$ cat config.mk
export PLATFORM = sky130hd
export DESIGN_NAME = bist_counter_ctrl_flat
export DESIGN_NICKNAME = d
export VERILOG_FILES = /design/src/rtl/bist_pkg.sv /design/src/rtl/bist_counter_ctrl_if.sv /design/src/rtl/bist_pattern_gen.sv /design/src/rtl/bist_counter_ctrl.sv /design/src/flat_wrapper.sv
export SDC_FILE = /design/constraint.sdc
export NUM_CORES = 1
export LEC_CHECK = 0
export CAP_MARGIN = 40
export CORE_ASPECT_RATIO = 2
export CORE_MARGIN = 8
export CORE_UTILIZATION = 45
export DETAILED_ROUTE_END_ITERATION = 7
export PLACE_DENSITY = 0.73
export SYNTH_ARGS = -nofsm -noshare
export SYNTH_HDL_FRONTEND = slang
export SYNTH_HIERARCHICAL = 1
export SYNTH_SLANG_ARGS = --single-unit
$ cat constraint.sdc
create_clock -name clk -period 3.9 [get_ports clk]
set_clock_uncertainty 0.2 [all_clocks]
set_input_delay 0.585 -clock clk [delete_from_list [all_inputs] [get_ports clk]]
set_output_delay 0.585 -clock clk [all_outputs]
set_load 0.02 [all_outputs]
$ cat src/rtl/bist_pkg.sv
// rtl/bist_pkg.sv - shared state encoding and constants for the 6:3 counter BIST
package bist_pkg;

  typedef enum logic [1:0] {
    ST_IDLE    = 2'd0,
    ST_RST_CHK = 2'd1,
    ST_RUN     = 2'd2,
    ST_DONE    = 2'd3
  } bist_state_e;

  localparam logic [15:0] MISR_POLY     = 16'h1021;
  localparam int          LFSR_TAP_A    = 5;
  localparam int          LFSR_TAP_B    = 4;
  localparam int          PATTERN_COUNT = 64;

  function automatic logic [2:0] popcount6(input logic [5:0] v);
    logic [2:0] c;
    c = '0;
    for (int i = 0; i < 6; i++) c = c + {2'b00, v[i]};
    return c;
  endfunction

endpackage

$ cat src/rtl/bist_counter_ctrl_if.sv
// rtl/bist_counter_ctrl_if.sv - host and CUT signal bundle for the BIST controller
interface bist_counter_ctrl_if #(
  parameter int MISR_W = 16
);
  logic              start;
  logic              abort;
  logic              mode;
  logic [5:0]        cut_x;
  logic              cut_reset;
  logic [2:0]        cut_o;
  logic              busy;
  logic              done;
  logic              pass;
  logic [6:0]        fail_count;
  logic [6:0]        first_fail_pat;
  logic              first_fail_vld;
  logic [MISR_W-1:0] signature;

  modport master (
    output start, abort, mode, cut_o,
    input  cut_x, cut_reset, busy, done, pass, fail_count,
           first_fail_pat, first_fail_vld, signature
  );

  modport slave (
    input  start, abort, mode, cut_o,
    output cut_x, cut_reset, busy, done, pass, fail_count,
           first_fail_pat, first_fail_vld, signature
  );
endinterface

$ cat src/rtl/bist_pattern_gen.sv
// rtl/bist_pattern_gen.sv - 64-entry pattern source: binary count or LFSR plus all-zero
module bist_pattern_gen
  import bist_pkg::*;
(
  input  logic       clk,
  input  logic       reset_n,
  input  logic       load,
  input  logic       advance,
  input  logic       mode,
  input  logic [5:0] seed,
  output logic [5:0] pattern,
  output logic       last
);

  logic [5:0] pat_q, pat_d;
  logic [5:0] cnt_q, cnt_d;
  logic       mode_q, mode_d;

  always_comb begin
    pat_d  = pat_q;
    cnt_d  = cnt_q;
    mode_d = mode_q;
    if (load) begin
      pat_d  = mode ? seed : 6'h00;
      cnt_d  = '0;
      mode_d = mode;
    end else if (advance) begin
      cnt_d = cnt_q + 6'd1;
      if (!mode_q)
        pat_d = pat_q + 6'd1;
      // The LFSR never reaches zero, so the all-zero pattern is appended after its 63 states.
      else if (cnt_q == 6'(PATTERN_COUNT - 2))
        pat_d = 6'h00;
      else
        pat_d = {pat_q[4:0], pat_q[LFSR_TAP_A] ^ pat_q[LFSR_TAP_B]};
    end
  end

  always_ff @(posedge clk or negedge reset_n) begin
    if (!reset_n) begin
      pat_q  <= '0;
      cnt_q  <= '0;
      mode_q <= 1'b0;
    end else begin
      pat_q  <= pat_d;
      cnt_q  <= cnt_d;
      mode_q <= mode_d;
    end
  end

  assign pattern = pat_q;
  assign last    = (cnt_q == 6'(PATTERN_COUNT - 1));

endmodule

$ cat src/rtl/bist_counter_ctrl.sv
// rtl/bist_counter_ctrl.sv - BIST sequencer for the 6:3 counter: reset check, sweep, compare, MISR
module bist_counter_ctrl
  import bist_pkg::*;
#(
  parameter int                MISR_W    = 16,
  parameter logic [MISR_W-1:0] MISR_SEED = 16'hFFFF,
  parameter logic [5:0]        LFSR_SEED = 6'b000001
) (
  input  logic               clk,
  input  logic               reset_n,
  bist_counter_ctrl_if.slave bus
);

  bist_state_e       state_q, state_d;
  logic [5:0]        cut_x_q, cut_x_d;
  logic              cut_reset_q, cut_reset_d;
  logic              busy_q, busy_d;
  logic              done_q, done_d;
  logic              pass_q, pass_d;
  logic [6:0]        fail_q, fail_d;
  logic [6:0]        ffp_q, ffp_d;
  logic              ffv_q, ffv_d;
  logic [MISR_W-1:0] sig_q, sig_d;
  logic              last_q, last_d;

  logic              gen_load, gen_advance, gen_last;
  logic [5:0]        gen_pattern;
  logic [2:0]        expected;
  logic [MISR_W-1:0] misr_next;

  bist_pattern_gen u_pattern_gen (
    .clk     (clk),
    .reset_n (reset_n),
    .load    (gen_load),
    .advance (gen_advance),
    .mode    (bus.mode),
    .seed    (LFSR_SEED),
    .pattern (gen_pattern),
    .last    (gen_last)
  );

  assign misr_next = {sig_q[MISR_W-2:0], sig_q[MISR_W-1]}
                   ^ (sig_q[MISR_W-1] ? MISR_W'(MISR_POLY) : '0)
                   ^ MISR_W'(bus.cut_o);

  always_comb begin
    state_d     = state_q;
    cut_x_d     = cut_x_q;
    cut_reset_d = cut_reset_q;
    busy_d      = busy_q;
    done_d      = done_q;
    pass_d      = pass_q;
    fail_d      = fail_q;
    ffp_d       = ffp_q;
    ffv_d       = ffv_q;
    sig_d       = sig_q;
    last_d      = last_q;
    gen_load    = 1'b0;
    gen_advance = 1'b0;
    expected    = (state_q == ST_RST_CHK) ? 3'b000 : popcount6(cut_x_q);

    case (state_q)
      ST_IDLE, ST_DONE: begin
        if (bus.start) begin
          state_d     = ST_RST_CHK;
          cut_x_d     = 6'h3F;
          cut_reset_d = 1'b1;
          busy_d      = 1'b1;
          done_d      = 1'b0;
          pass_d      = 1'b0;
          fail_d      = '0;
          ffv_d       = 1'b0;
          sig_d       = MISR_SEED;
          last_d      = 1'b0;
          gen_load    = 1'b1;
        end
      end
      ST_RST_CHK, ST_RUN: begin
        if (bus.abort) begin
          state_d     = ST_IDLE;
          cut_x_d     = 6'h00;
          cut_reset_d = 1'b1;
          busy_d      = 1'b0;
          done_d      = 1'b0;
          pass_d      = 1'b0;
        end else begin
          if (bus.cut_o != expected) begin
            fail_d = fail_q + 7'd1;
            if (!ffv_q) begin
              ffp_d = {(state_q == ST_RST_CHK), cut_x_q};
              ffv_d = 1'b1;
            end
          end
          if (state_q == ST_RUN) sig_d = misr_next;
          // cut_x is loaded one pattern ahead; last_q marks that the final pattern is on the CUT.
          if (state_q == ST_RUN && last_q) begin
            state_d     = ST_DONE;
            cut_x_d     = 6'h00;
            cut_reset_d = 1'b1;
            busy_d      = 1'b0;
            done_d      = 1'b1;
            pass_d      = (fail_d == 7'd0);
          end else begin
            state_d     = ST_RUN;
            cut_reset_d = 1'b0;
            cut_x_d     = gen_pattern;
            last_d      = gen_last;
            gen_advance = !gen_last;
          end
        end
      end
      default: state_d = ST_IDLE;
    endcase
  end

  always_ff @(posedge clk or negedge reset_n) begin
    if (!reset_n) begin
      state_q     <= ST_IDLE;
      cut_x_q     <= '0;
      cut_reset_q <= 1'b1;
      busy_q      <= 1'b0;
      done_q      <= 1'b0;
      pass_q      <= 1'b0;
      fail_q      <= '0;
      ffp_q       <= '0;
      ffv_q       <= 1'b0;
      sig_q       <= MISR_SEED;
      last_q      <= 1'b0;
    end else begin
      state_q     <= state_d;
      cut_x_q     <= cut_x_d;
      cut_reset_q <= cut_reset_d;
      busy_q      <= busy_d;
      done_q      <= done_d;
      pass_q      <= pass_d;
      fail_q      <= fail_d;
      ffp_q       <= ffp_d;
      ffv_q       <= ffv_d;
      sig_q       <= sig_d;
      last_q      <= last_d;
    end
  end

  assign bus.cut_x          = cut_x_q;
  assign bus.cut_reset      = cut_reset_q;
  assign bus.busy           = busy_q;
  assign bus.done           = done_q;
  assign bus.pass           = pass_q;
  assign bus.fail_count     = fail_q;
  assign bus.first_fail_pat = ffp_q;
  assign bus.first_fail_vld = ffv_q;
  assign bus.signature      = sig_q;

endmodule

$ cat src/flat_wrapper.sv
// flat-port wrapper written by rule: the top's interface ports become plain ports
module bist_counter_ctrl_flat import bist_pkg::*;
#(
  parameter int                MISR_W    = 16,
  parameter logic [MISR_W-1:0] MISR_SEED = 16'hFFFF,
  parameter logic [5:0]        LFSR_SEED = 6'b000001
)
  (clk, reset_n, bus_start, bus_abort, bus_mode, bus_cut_o, bus_cut_x, bus_cut_reset, bus_busy, bus_done, bus_pass, bus_fail_count, bus_first_fail_pat, bus_first_fail_vld, bus_signature);
  bist_counter_ctrl_if #(.MISR_W(MISR_W)) bus_i ();
  input  logic clk;
  input  logic reset_n;
  input wire logic [$bits(bus_i.start)-1:0] bus_start;
  input wire logic [$bits(bus_i.abort)-1:0] bus_abort;
  input wire logic [$bits(bus_i.mode)-1:0] bus_mode;
  input wire logic [$bits(bus_i.cut_o)-1:0] bus_cut_o;
  output wire logic [$bits(bus_i.cut_x)-1:0] bus_cut_x;
  output wire logic [$bits(bus_i.cut_reset)-1:0] bus_cut_reset;
  output wire logic [$bits(bus_i.busy)-1:0] bus_busy;
  output wire logic [$bits(bus_i.done)-1:0] bus_done;
  output wire logic [$bits(bus_i.pass)-1:0] bus_pass;
  output wire logic [$bits(bus_i.fail_count)-1:0] bus_fail_count;
  output wire logic [$bits(bus_i.first_fail_pat)-1:0] bus_first_fail_pat;
  output wire logic [$bits(bus_i.first_fail_vld)-1:0] bus_first_fail_vld;
  output wire logic [$bits(bus_i.signature)-1:0] bus_signature;
  assign bus_i.start = bus_start;
  assign bus_i.abort = bus_abort;
  assign bus_i.mode = bus_mode;
  assign bus_i.cut_o = bus_cut_o;
  assign bus_cut_x = bus_i.cut_x;
  assign bus_cut_reset = bus_i.cut_reset;
  assign bus_busy = bus_i.busy;
  assign bus_done = bus_i.done;
  assign bus_pass = bus_i.pass;
  assign bus_fail_count = bus_i.fail_count;
  assign bus_first_fail_pat = bus_i.first_fail_pat;
  assign bus_first_fail_vld = bus_i.first_fail_vld;
  assign bus_signature = bus_i.signature;
  bist_counter_ctrl #(.MISR_W(MISR_W), .MISR_SEED(MISR_SEED), .LFSR_SEED(LFSR_SEED)) u_core (.clk(clk), .reset_n(reset_n), .bus(bus_i));
endmodule
### Word-level counts from Yosys, hierarchy flattened

Index checks and enable logic that the tools add are counted.

* $add $sub $neg: 8
* multipliers: 0
* div/mod/pow operators: 0
* magnitude comparators: 0
* eq/ne operators: 12
* shift operators: 0
* multiplexer cells: 52
* bitwise logic cells: 5
* reduce and logical (&&, ||, !) cells: 13

Operators with widths (count)
* 6-bit 2-to-1 mux: 9
* 16-bit 2-to-1 mux: 3
* 7-bit 2-to-1 mux: 5
* 16-bit one-hot mux with 2 select lines: 1
* 1-bit 2-to-1 mux: 21
* 16-bit bitwise XOR: 1
* 16-bit by 3-bit bitwise XOR with 16-bit output: 1
* 7-bit one-hot mux with 2 select lines: 1
* 13-bit 2-to-1 mux: 1
* 3-bit by 1-bit adder with 3-bit output: 4
* 6-bit by 1-bit adder with 6-bit output, second input constant: 2
* 6-bit equality test, second input constant: 2
* 1-bit one-hot mux with 2 select lines: 6
* 6-bit one-hot mux with 2 select lines: 1
* 3-bit AND reduction: 3
* 7-bit by 1-bit adder with 7-bit output, second input constant: 1
* 7-bit zero test: 1
* 2-bit != test, second input constant: 3
* 2-bit equality test, second input constant: 2
* 2-bit 2-to-1 mux: 2
* 2-bit by 1-bit != test with 1-bit output, second input constant: 2
* 2-bit one-hot mux with 2 select lines: 1
* 2-bit AND reduction: 2
* 4-bit AND reduction: 1
* other kinds (12): 14

* register bits after elaboration: 57
* bits in latches: 0
* bits in writable memories: 0
* memory bits (read-only): 0
* bits of input ports: 8
* output and inout bits: 41
* word-level logic and storage cells: 104
* memories: 0

### Depth between registers and ports, before layout

Gate-level depths: netlist of the first run.

* depth in word-level cells: 14
* mapped depth: 13
* gate-level depth less buffers: 13

### Modules after synthesis

Netlist of the first run, hierarchy kept.

By module, submodules not included
* bist_counter_ctrl: times used 1, cells an instance 230, area an instance 2179.6 µm², sequential area each 1122.3 µm²
* bist_pattern_gen: times used 1, cells an instance 89, area an instance 824.5 µm², sequential area each 325.3 µm²

### Least setup slack after synthesis of the first run

Ideal clock, no wire load.

* kind: register -> register
* start point: register u_core.cut_x_q[0] (netlist: u_core/bus.cut_x[0])
* end point: register u_core.pass_q (netlist: u_core/bus.pass)
* setup time: 0.104 ns
* data arrival time: 3.635 ns
* data required time: 3.596 ns
* slack: -0.039 ns
* cell stages (with the launch flop): 14
* buffers on the path: 0
* period minus slack after synthesis: 3.939 ns
* cells stage by stage: dfrtp_1 -> fa_1 -> inv_1 -> fa_1 -> inv_1 -> ha_1 -> inv_1 -> fa_1 -> or3b_1 -> a221oi_2 -> o22ai_2 -> mux2_4 -> a2bb2oi_1 -> o41ai_2

* longest elaborated chain between the ends: 14

RTL lines
* start: declaration: RTL line bist_counter_ctrl.sv:15 `logic [5:0] cut_x_q, cut_x_d;`
* start signal: assignment: RTL line bist_counter_ctrl.sv:131 `cut_x_q <= cut_x_d;`
* 1-bit by 1-bit adder with 2-bit output: RTL line bist_pkg.sv:19 `for (int i = 0; i < 6; i++) c = c + {2'b00, v[i]};`
* 3-bit by 1-bit adder with 3-bit output (4 in series): RTL line bist_pkg.sv:19
* 3-bit 2-to-1 mux: RTL line bist_counter_ctrl.sv:60 `expected = (state_q == ST_RST_CHK) ? 3'b000 : popcount6(cut_x_q);`
* 3-bit != test: RTL line bist_counter_ctrl.sv:87 `if (bus.cut_o != expected) begin`
* 7-bit 2-to-1 mux: RTL line bist_counter_ctrl.sv:87
* 7-bit 2-to-1 mux: RTL line bist_counter_ctrl.sv:79 `if (bus.abort) begin`
* 7-bit 2-to-1 mux: RTL line bist_counter_ctrl.sv:62 `case (state_q)`
* 7-bit zero test: RTL line bist_counter_ctrl.sv:102 `pass_d = (fail_d == 7'd0);`
* 1-bit 2-to-1 mux: RTL line bist_counter_ctrl.sv:96 `if (state_q == ST_RUN && last_q) begin`
* 1-bit 2-to-1 mux: RTL line bist_counter_ctrl.sv:79
* 1-bit one-hot mux with 2 select lines: RTL line bist_counter_ctrl.sv:62
* end signal: assignment: RTL line bist_counter_ctrl.sv:135 `pass_q <= pass_d;`
* end: declaration: RTL line bist_counter_ctrl.sv:19 `logic pass_q, pass_d;`

Every way passes these cells. The select of a mux whose other input is x is not followed.
A chain may end at the register's enable or synchronous reset.

### Worst setup path after layout of the first run

* start point: register u_core.cut_x_q[1] (netlist: u_core/bus.cut_x[1])
* end point: register u_core.ffp_q[5] (netlist: u_core/bus.first_fail_pat[5])

* longest elaborated chain between the ends: 8

RTL lines
* 1-bit by 1-bit adder with 2-bit output: RTL line bist_pkg.sv:19
* 3-bit by 1-bit adder with 3-bit output (4 in series): RTL line bist_pkg.sv:19
* 3-bit 2-to-1 mux: RTL line bist_counter_ctrl.sv:60
* 3-bit != test: RTL line bist_counter_ctrl.sv:87
* 4-bit AND reduction (no source line)
* end signal: assignment: RTL line bist_counter_ctrl.sv:137 `ffp_q <= ffp_d;`
* end: declaration: RTL line bist_counter_ctrl.sv:21 `logic [6:0] ffp_q, ffp_d;`

Every way passes these cells.

==> flow_summary.ini, run 1 <==
[global_route]
grt_first_pass_wirelength_mm = 12.6
initial_antenna_violation_count = 0
first_global_vias = 2663
grt.total_usage_pct = 16.3
gr-total-overflow = 0
grt_start_max_net_pins = 37

[status]
outcome = finished, violations left
failed_checks = setup timing

[worst_setup_path]
critPathRequiredTime_ps = 3910
crit_fanout = 7
worst_ep_arrival_time_ps = 3930
worstSetupPathType = register to register
cp-end-kind = register
critical_path.startpoint_type = register

[die]
core_region_area_sq_mm = 0.00652
row_count = 42
initial_utilization_pct = 46.1
pin_count = 49
chipHeight_um = 132
die-width_um = 73.8
floorplan.die_area_sq_mm = 0.00971

[cts]
cts_inserted_buffers = 9
clkLatencyLatePin_ps = 330
numClockSinks = 57
ctsHoldBuffers = 0
ctsRootBufferMaster = sky130_fd_sc_hd__clkbuf_16
clkSlewWorstSetupHoldPaths_ps = 50
clock_tree_from_tritoncts = built
cts.path.max_buffers = 2
htree_levels = 3

[yosys]
dominantRegCellSynth = sky130_fd_sc_hd__dfrtp_1
netlist.area_leader.share_pct = 33.3
ys_top_cells_by_area = sky130_fd_sc_hd__dfrtp_1 33%, sky130_fd_sc_hd__dfstp_2 15%, sky130_fd_sc_hd__nand2_1 7.0%
synth-edff-count = 0
post_synth.cell_area_avg_sq_um = 9.42
synth-warning-count = 6
post_synth_instance_area_sq_mm = 0.00300
ys_seq_elements = 57
synth_largest_area_cell = sky130_fd_sc_hd__dfrtp_1
syn_inst = 319
synth-seq-area-share_pct = 48.2
number_of_unique_standard_cell_types_used_by_synthesis = 56
synth_async_sr_flop_share_pct = 100

[routing]
detailedRoute.firstPassIterationCount = 4
vias_per_cell = 5.44
wl_per_cell_um = 16.0
postRouteAntennaNets = 0
wirelength_mm = 7.61
vias_post_dr = 2594
drc = 0
drt_first_iter_violations = 217

[sta]
final_setup_violation_count = 7
maxSlewViolCount = 0
final.setup.worst_slack_ps = -24.4
fin_crit_sh_pct = 101
timing.max_slew.rel_slack_pct = 43.7
tightestPinTransition_ps = 843
hold_viol_final = 0
timing.fmax_mhz = 255
worst_hold_slack_ps = 151
tmin_final_ps = 3920
rsz_0062_raised_after_global_routing = yes

[placed_design]
dp_wirelength_mm = 5.21
io_buffer_count = 48
place_worst_setup_slack_ps = -129
gpl.final_weighted_congestion = 0.877

[final_layout]
drive_gt1_share_pct = 20.6
final_net_count = 402
area.growth.synth_to_final_pct = 33.5
layout.core_utilization_pct = 61.5
antennaDiodeCount = 0
mostFrequentLayoutCell = sky130_fd_sc_hd__nand2_1
most-common-layout-cells = 55 x sky130_fd_sc_hd__nand2_1, 47 x sky130_fd_sc_hd__clkdlybuf4s50_1, 39 x sky130_fd_sc_hd__dfrtp_1

[hold_path]
min-delay-path-class = input port to async pin

[pwr]
leakage_power_of_the_design_nw = 1.76
irDropWorstVdd_v = 0.000859
p_per_area_mw_per_mm2 = 1060

[flow_run]
timing.max_cap.violations = 0
==> cell type report <==
type	instances	area (sq um)
Fill cell	579	2510
Multi-Input combinational cell	241	1550
Sequential cell	57	1450
Timing Repair Buffer	62	581
Clock buffer	13	260
Tap cell	88	110
Inverter	13	48.8
Clock inverter	3	15.0
==> routing by layer <==
layer | global-route usage [%] | share of wire, %
met5 | 0 | 0
met4 | 7.06 | 1.9
met3 | 5.72 | 7.6
met2 | 25.8 | 49
met1 | 18.9 | 41
==> state kept, by name, indices dropped and copies added, names as in the netlist, 2 cells and up <==
register and count:
u_core/u_pattern_gen/cnt_q 6, u_core/u_pattern_gen/pattern 6, u_core/bus.cut_x 6, u_core/state_q 2, u_core/bus.signature 16, u_core/bus.fail_count 7
u_core/bus.first_fail_pat 7
==> per-stage QoR <==
step	total power, mW	instance area (sq um)	setup TNS [ps]	instances
floorplan	2.52	3020	0	323
global placement	3.19	3620	0	456
detailed placement	3.27	3620	-617	456
CTS	4.12	3930	-16.1	473
global route	4.59	4010	-1310	477
finish	4.27	4010	-117	477
==> power breakdown <==
part / total [mW] / switching [mW] / internal (mW)
logic: 2.38 / 1.32 / 1.05
registers: 1.18 / 0.261 / 0.918
clock network: 0.715 / 0.255 / 0.460
total: 4.27 / 1.84 / 2.43
==> what timing repair did <==
action                                 4_1_cts  5_1_grt
setup buffers                                1        4
resized for setup                            5       11
endpoints found under the hold margin        0        0
gates cloned                                 0        1
pin swaps                                    4       10
setup endpoints to repair                    9       12
==> worst max-delay path, cell delays in order, from the launching register on <==
cell and delay (ps):
sky130_fd_sc_hd__dfrtp_1 390, sky130_fd_sc_hd__fa_1 540, sky130_fd_sc_hd__inv_1 50, sky130_fd_sc_hd__fa_1 430
sky130_fd_sc_hd__inv_1 70, sky130_fd_sc_hd__ha_1 150, sky130_fd_sc_hd__inv_2 40, sky130_fd_sc_hd__fa_2 330
sky130_fd_sc_hd__buf_4 140, sky130_fd_sc_hd__buf_4 140, sky130_fd_sc_hd__o21bai_4 150, sky130_fd_sc_hd__a221oi_4 100
sky130_fd_sc_hd__buf_4 160, sky130_fd_sc_hd__o21ai_4 210, sky130_fd_sc_hd__nand2_2 120, sky130_fd_sc_hd__nor2_4 240
sky130_fd_sc_hd__mux2_2 370
==> synthesized netlist by cell type (all sizes together), types with 3 or more instances <==
cell and count:
dfrtp 40, dfstp 17, mux2 8, fa 3, inv 13, o22ai 4, a31oi 3, nor3 4
xnor2 7, clkbuf 8, and3 7, ha 7, buf 5, nor2 37, nand3 10, nand2 56
xor2 10, o21ai 36, a22o 3, a21oi 7, nand4 3
==> path summary, 6_finish.rpt <==
kind,startpoint,end,slack (ps),depth (start not counted)
worst min register to register,u_core/bus.done,u_core/bus.done,280,2
worst min-delay path,reset_n,u_core/u_pattern_gen/cnt_q[1],150,1
max in group asynchronous,reset_n,u_core/bus.signature[1],2500,2
worst max register to register,u_core/bus.cut_x[1],u_core/bus.first_fail_pat[5],-20,16
min in group clk,u_core/bus.done,u_core/bus.done,280,2
worst max-delay path,u_core/bus.cut_x[1],u_core/bus.first_fail_pat[5],-20,16
==> cell families after synthesis <==
family	synth area share [%]
and+or+nand+nor	19.2
AOI/OAI and AO/OA	15.5
DFF	48.2
buffers and inverters	3.62
xor gates and xnor gates	4.96
adders and majority gates	4.91
muxes	3.46
other	0.250
Power figures use the tool's default switching activity.
==> run 2: changes to the inputs <==
--- a/config.mk
+++ b/config.mk
@@ -8,9 +8,9 @@
 export CAP_MARGIN = 40
 export CORE_ASPECT_RATIO = 2
 export CORE_MARGIN = 8
-export CORE_UTILIZATION = 45
+export CORE_UTILIZATION = 48
 export DETAILED_ROUTE_END_ITERATION = 7
-export PLACE_DENSITY = 0.73
+export PLACE_DENSITY = 0.77
 export SYNTH_ARGS = -nofsm -noshare
 export SYNTH_HDL_FRONTEND = slang
 export SYNTH_HIERARCHICAL = 1
==> run 2 against run 1 <==
  * The run still ends with setup timing left
  * Flip-flop and latch count is the same
  * Count of clock-buffer cells in the layout grew 1
  * Die area decreased by 5.2%
  * Final area decreased by 0.22%
  * Critical path type unchanged
  * Global-route usage increased by 0.46 points
  * Total power about the same
  * Via count shrank 3.0%
  * Largest cell class unchanged
  * Hold slack got worse by 27 ps
  * Cell count decreased by 0.84%
  * Fmax is 1.0% lower
  * Sequential power barely moved
==> flow_summary.ini, run 2 (synthesis gave the netlist of run 1 again) <==
[final_layout]
final_net_count = 400
design_area_sq_mm = 0.00400
antennaDiodeCount = 0
most-common-layout-cells = 55 x sky130_fd_sc_hd__nand2_1, 47 x sky130_fd_sc_hd__clkdlybuf4s50_1, 39 x sky130_fd_sc_hd__dfrtp_1
area.growth.synth_to_final_pct = 33.2
largest_register_ffs = 16
final.fill_count = 484
drive_gt1_share_pct = 20.4
mostFrequentLayoutCell = sky130_fd_sc_hd__nand2_1

[cts]
cts.path.max_buffers = 2
ctsRootBufferMaster = sky130_fd_sc_hd__clkbuf_16
clkSlewWorstSetupHoldPaths_ps = 50
clkLatencyLatePin_ps = 330
numClockSinks = 57
cts_inserted_buffers = 9
htree_levels = 3
clock_tree_from_tritoncts = built
ctsHoldBuffers = 0

[flow_run]
timing.max_cap.violations = 0

[worst_setup_path]
critical_path.startpoint_type = register
reg2regPathDepth = 13
cp-end-kind = register
worstSetupPathType = register to register
reg2reg_setup_slack_ps = -60
worst_ep_arrival_time_ps = 3980
crit_fanout = 3
critPathRequiredTime_ps = 3920

[die]
pin_count = 49
floorplan.die_area_sq_mm = 0.00920
die-width_um = 71.9
row_count = 41
chipHeight_um = 128
initial_utilization_pct = 48.4
core_region_area_sq_mm = 0.00621

[sta]
hold_viol_final = 0
final_setup_violation_count = 1
tightestPinTransition_ps = 884
timing.fmax_mhz = 252
maxSlewViolCount = 0
worst_hold_slack_ps = 124
final.setup.worst_slack_ps = -64.1
timing.max_slew.rel_slack_pct = 41.0
fin_tns_setup_ps = -64.1
fin_crit_sh_pct = 102
tmin_final_ps = 3960
rsz_0062_raised_after_global_routing = yes

[global_route]
global_route.usage.met3_pct = 5.64
global_route.usage.met1_pct = 18.3
grt_start_max_net_pins = 34
grt_first_pass_wirelength_mm = 12.0
grt.total_usage_pct = 16.7
gr-total-overflow = 0
grt.met2_usage_pct = 28.0
gr-max-usage-layer = met2
first_global_vias = 2495
initial_antenna_violation_count = 0

[placed_design]
dp_wirelength_mm = 5.14
io_buffer_count = 48
placedInstanceArea_sq_mm = 0.00361
gpl.final_weighted_congestion = 0.872

[routing]
wl_per_cell_um = 15.7
drc = 0
wirelength_mm = 7.42
postRouteAntennaNets = 0
vias_post_dr = 2515
drt_first_iter_violations = 194
vias_per_cell = 5.32
detailedRoute.firstPassIterationCount = 4

[pwr]
leakage_power_of_the_design_nw = 1.77
netSwitchingPower_mw = 1.83
switching_share_pct = 42.8
irDropWorstVdd_v = 0.000637
combinationalPowerShare_pct = 55.1
pwr-share-clk_pct = 17.5
seq_power_share_pct = 27.4
p_per_area_mw_per_mm2 = 1070
internal_power_mw = 2.44

[status]
outcome = finished, violations left
failed_checks = setup timing

[hold_path]
min-delay-path-class = input port to async pin
==> run 2: timing repair <==
action / CTS / global route
pin swaps: 4 / 6
gates cloned: 0 / 1
setup endpoints to repair: 9 / 12
setup buffers: 2 / 2
resized for setup: 10 / 3
==> run 2: metal layers <==
layer  wire, um  share of wire (%)
met3        477                6.4
met1       3010                 41
met5          0                  0
met4        170                2.3
met2       3760                 51
==> run 2: critical path, cell delays in order (launching register included) <==
cell	delay (ps)
sky130_fd_sc_hd__dfrtp_2	410
sky130_fd_sc_hd__fa_1	550
sky130_fd_sc_hd__inv_1	60
sky130_fd_sc_hd__fa_1	430
sky130_fd_sc_hd__inv_1	80
sky130_fd_sc_hd__ha_1	150
sky130_fd_sc_hd__inv_2	40
sky130_fd_sc_hd__fa_2	350
sky130_fd_sc_hd__or3b_4	390
sky130_fd_sc_hd__a221oi_4	280
sky130_fd_sc_hd__o22ai_2	130
sky130_fd_sc_hd__mux2_4	320
sky130_fd_sc_hd__a2bb2oi_1	140
sky130_fd_sc_hd__o41ai_2	320
==> run 2: cell type report <==
type                    instances  area (sq um)  share of cell area (%)
flip-flops and latches         57          1450                    36.2
repair buffers                 60           569                    14.2
multi-input cells             241          1530                    38.3
clock inverters                 2          10.0                   0.250
clock buffers                  14           284                    7.10
well taps                      86           108                    2.69
inverters                      13          48.8                    1.22
==> run 2: path summary, 6_finish.rpt <==
kind	start	to
worst min-delay path	reset_n	u_core/last_q
worst max register to register	u_core/bus.cut_x[0]	u_core/bus.pass
worst max-delay path	u_core/bus.cut_x[0]	u_core/bus.pass
max in group asynchronous	reset_n	u_core/bus.signature[7]
min in group clk	u_core/bus.signature[5]	u_core/bus.signature[5]
worst min register to register	u_core/bus.signature[5]	u_core/bus.signature[5]
==> run 2: through the flow <==
step | total power, mW | setup WS (ps) | utilization (%) | cells
5_1_grt | 4.56 | -169 | 64.5 | 473
6_report | 4.27 | -64.1 | 64.5 | 473
4_1_cts | 4.19 | -53.3 | 63.8 | 470
2_1_floorplan | 2.52 | 8.05 | - | 323
3_5_place_dp | 3.25 | -142 | 58.1 | 452
3_3_place_gp | 3.16 | 28.4 | 58.1 | 452
==> run 2: power by group through the flow <==
stage | registers, mW | clock network, mW | logic, mW
finish | 1.17 | 0.749 | 2.35
global placement | 1.16 | 0 | 1.99
detailed placement | 1.18 | 0 | 2.07
floorplan | 1.35 | 0 | 1.18
global route | 1.21 | 0.789 | 2.56
CTS | 1.17 | 0.765 | 2.26
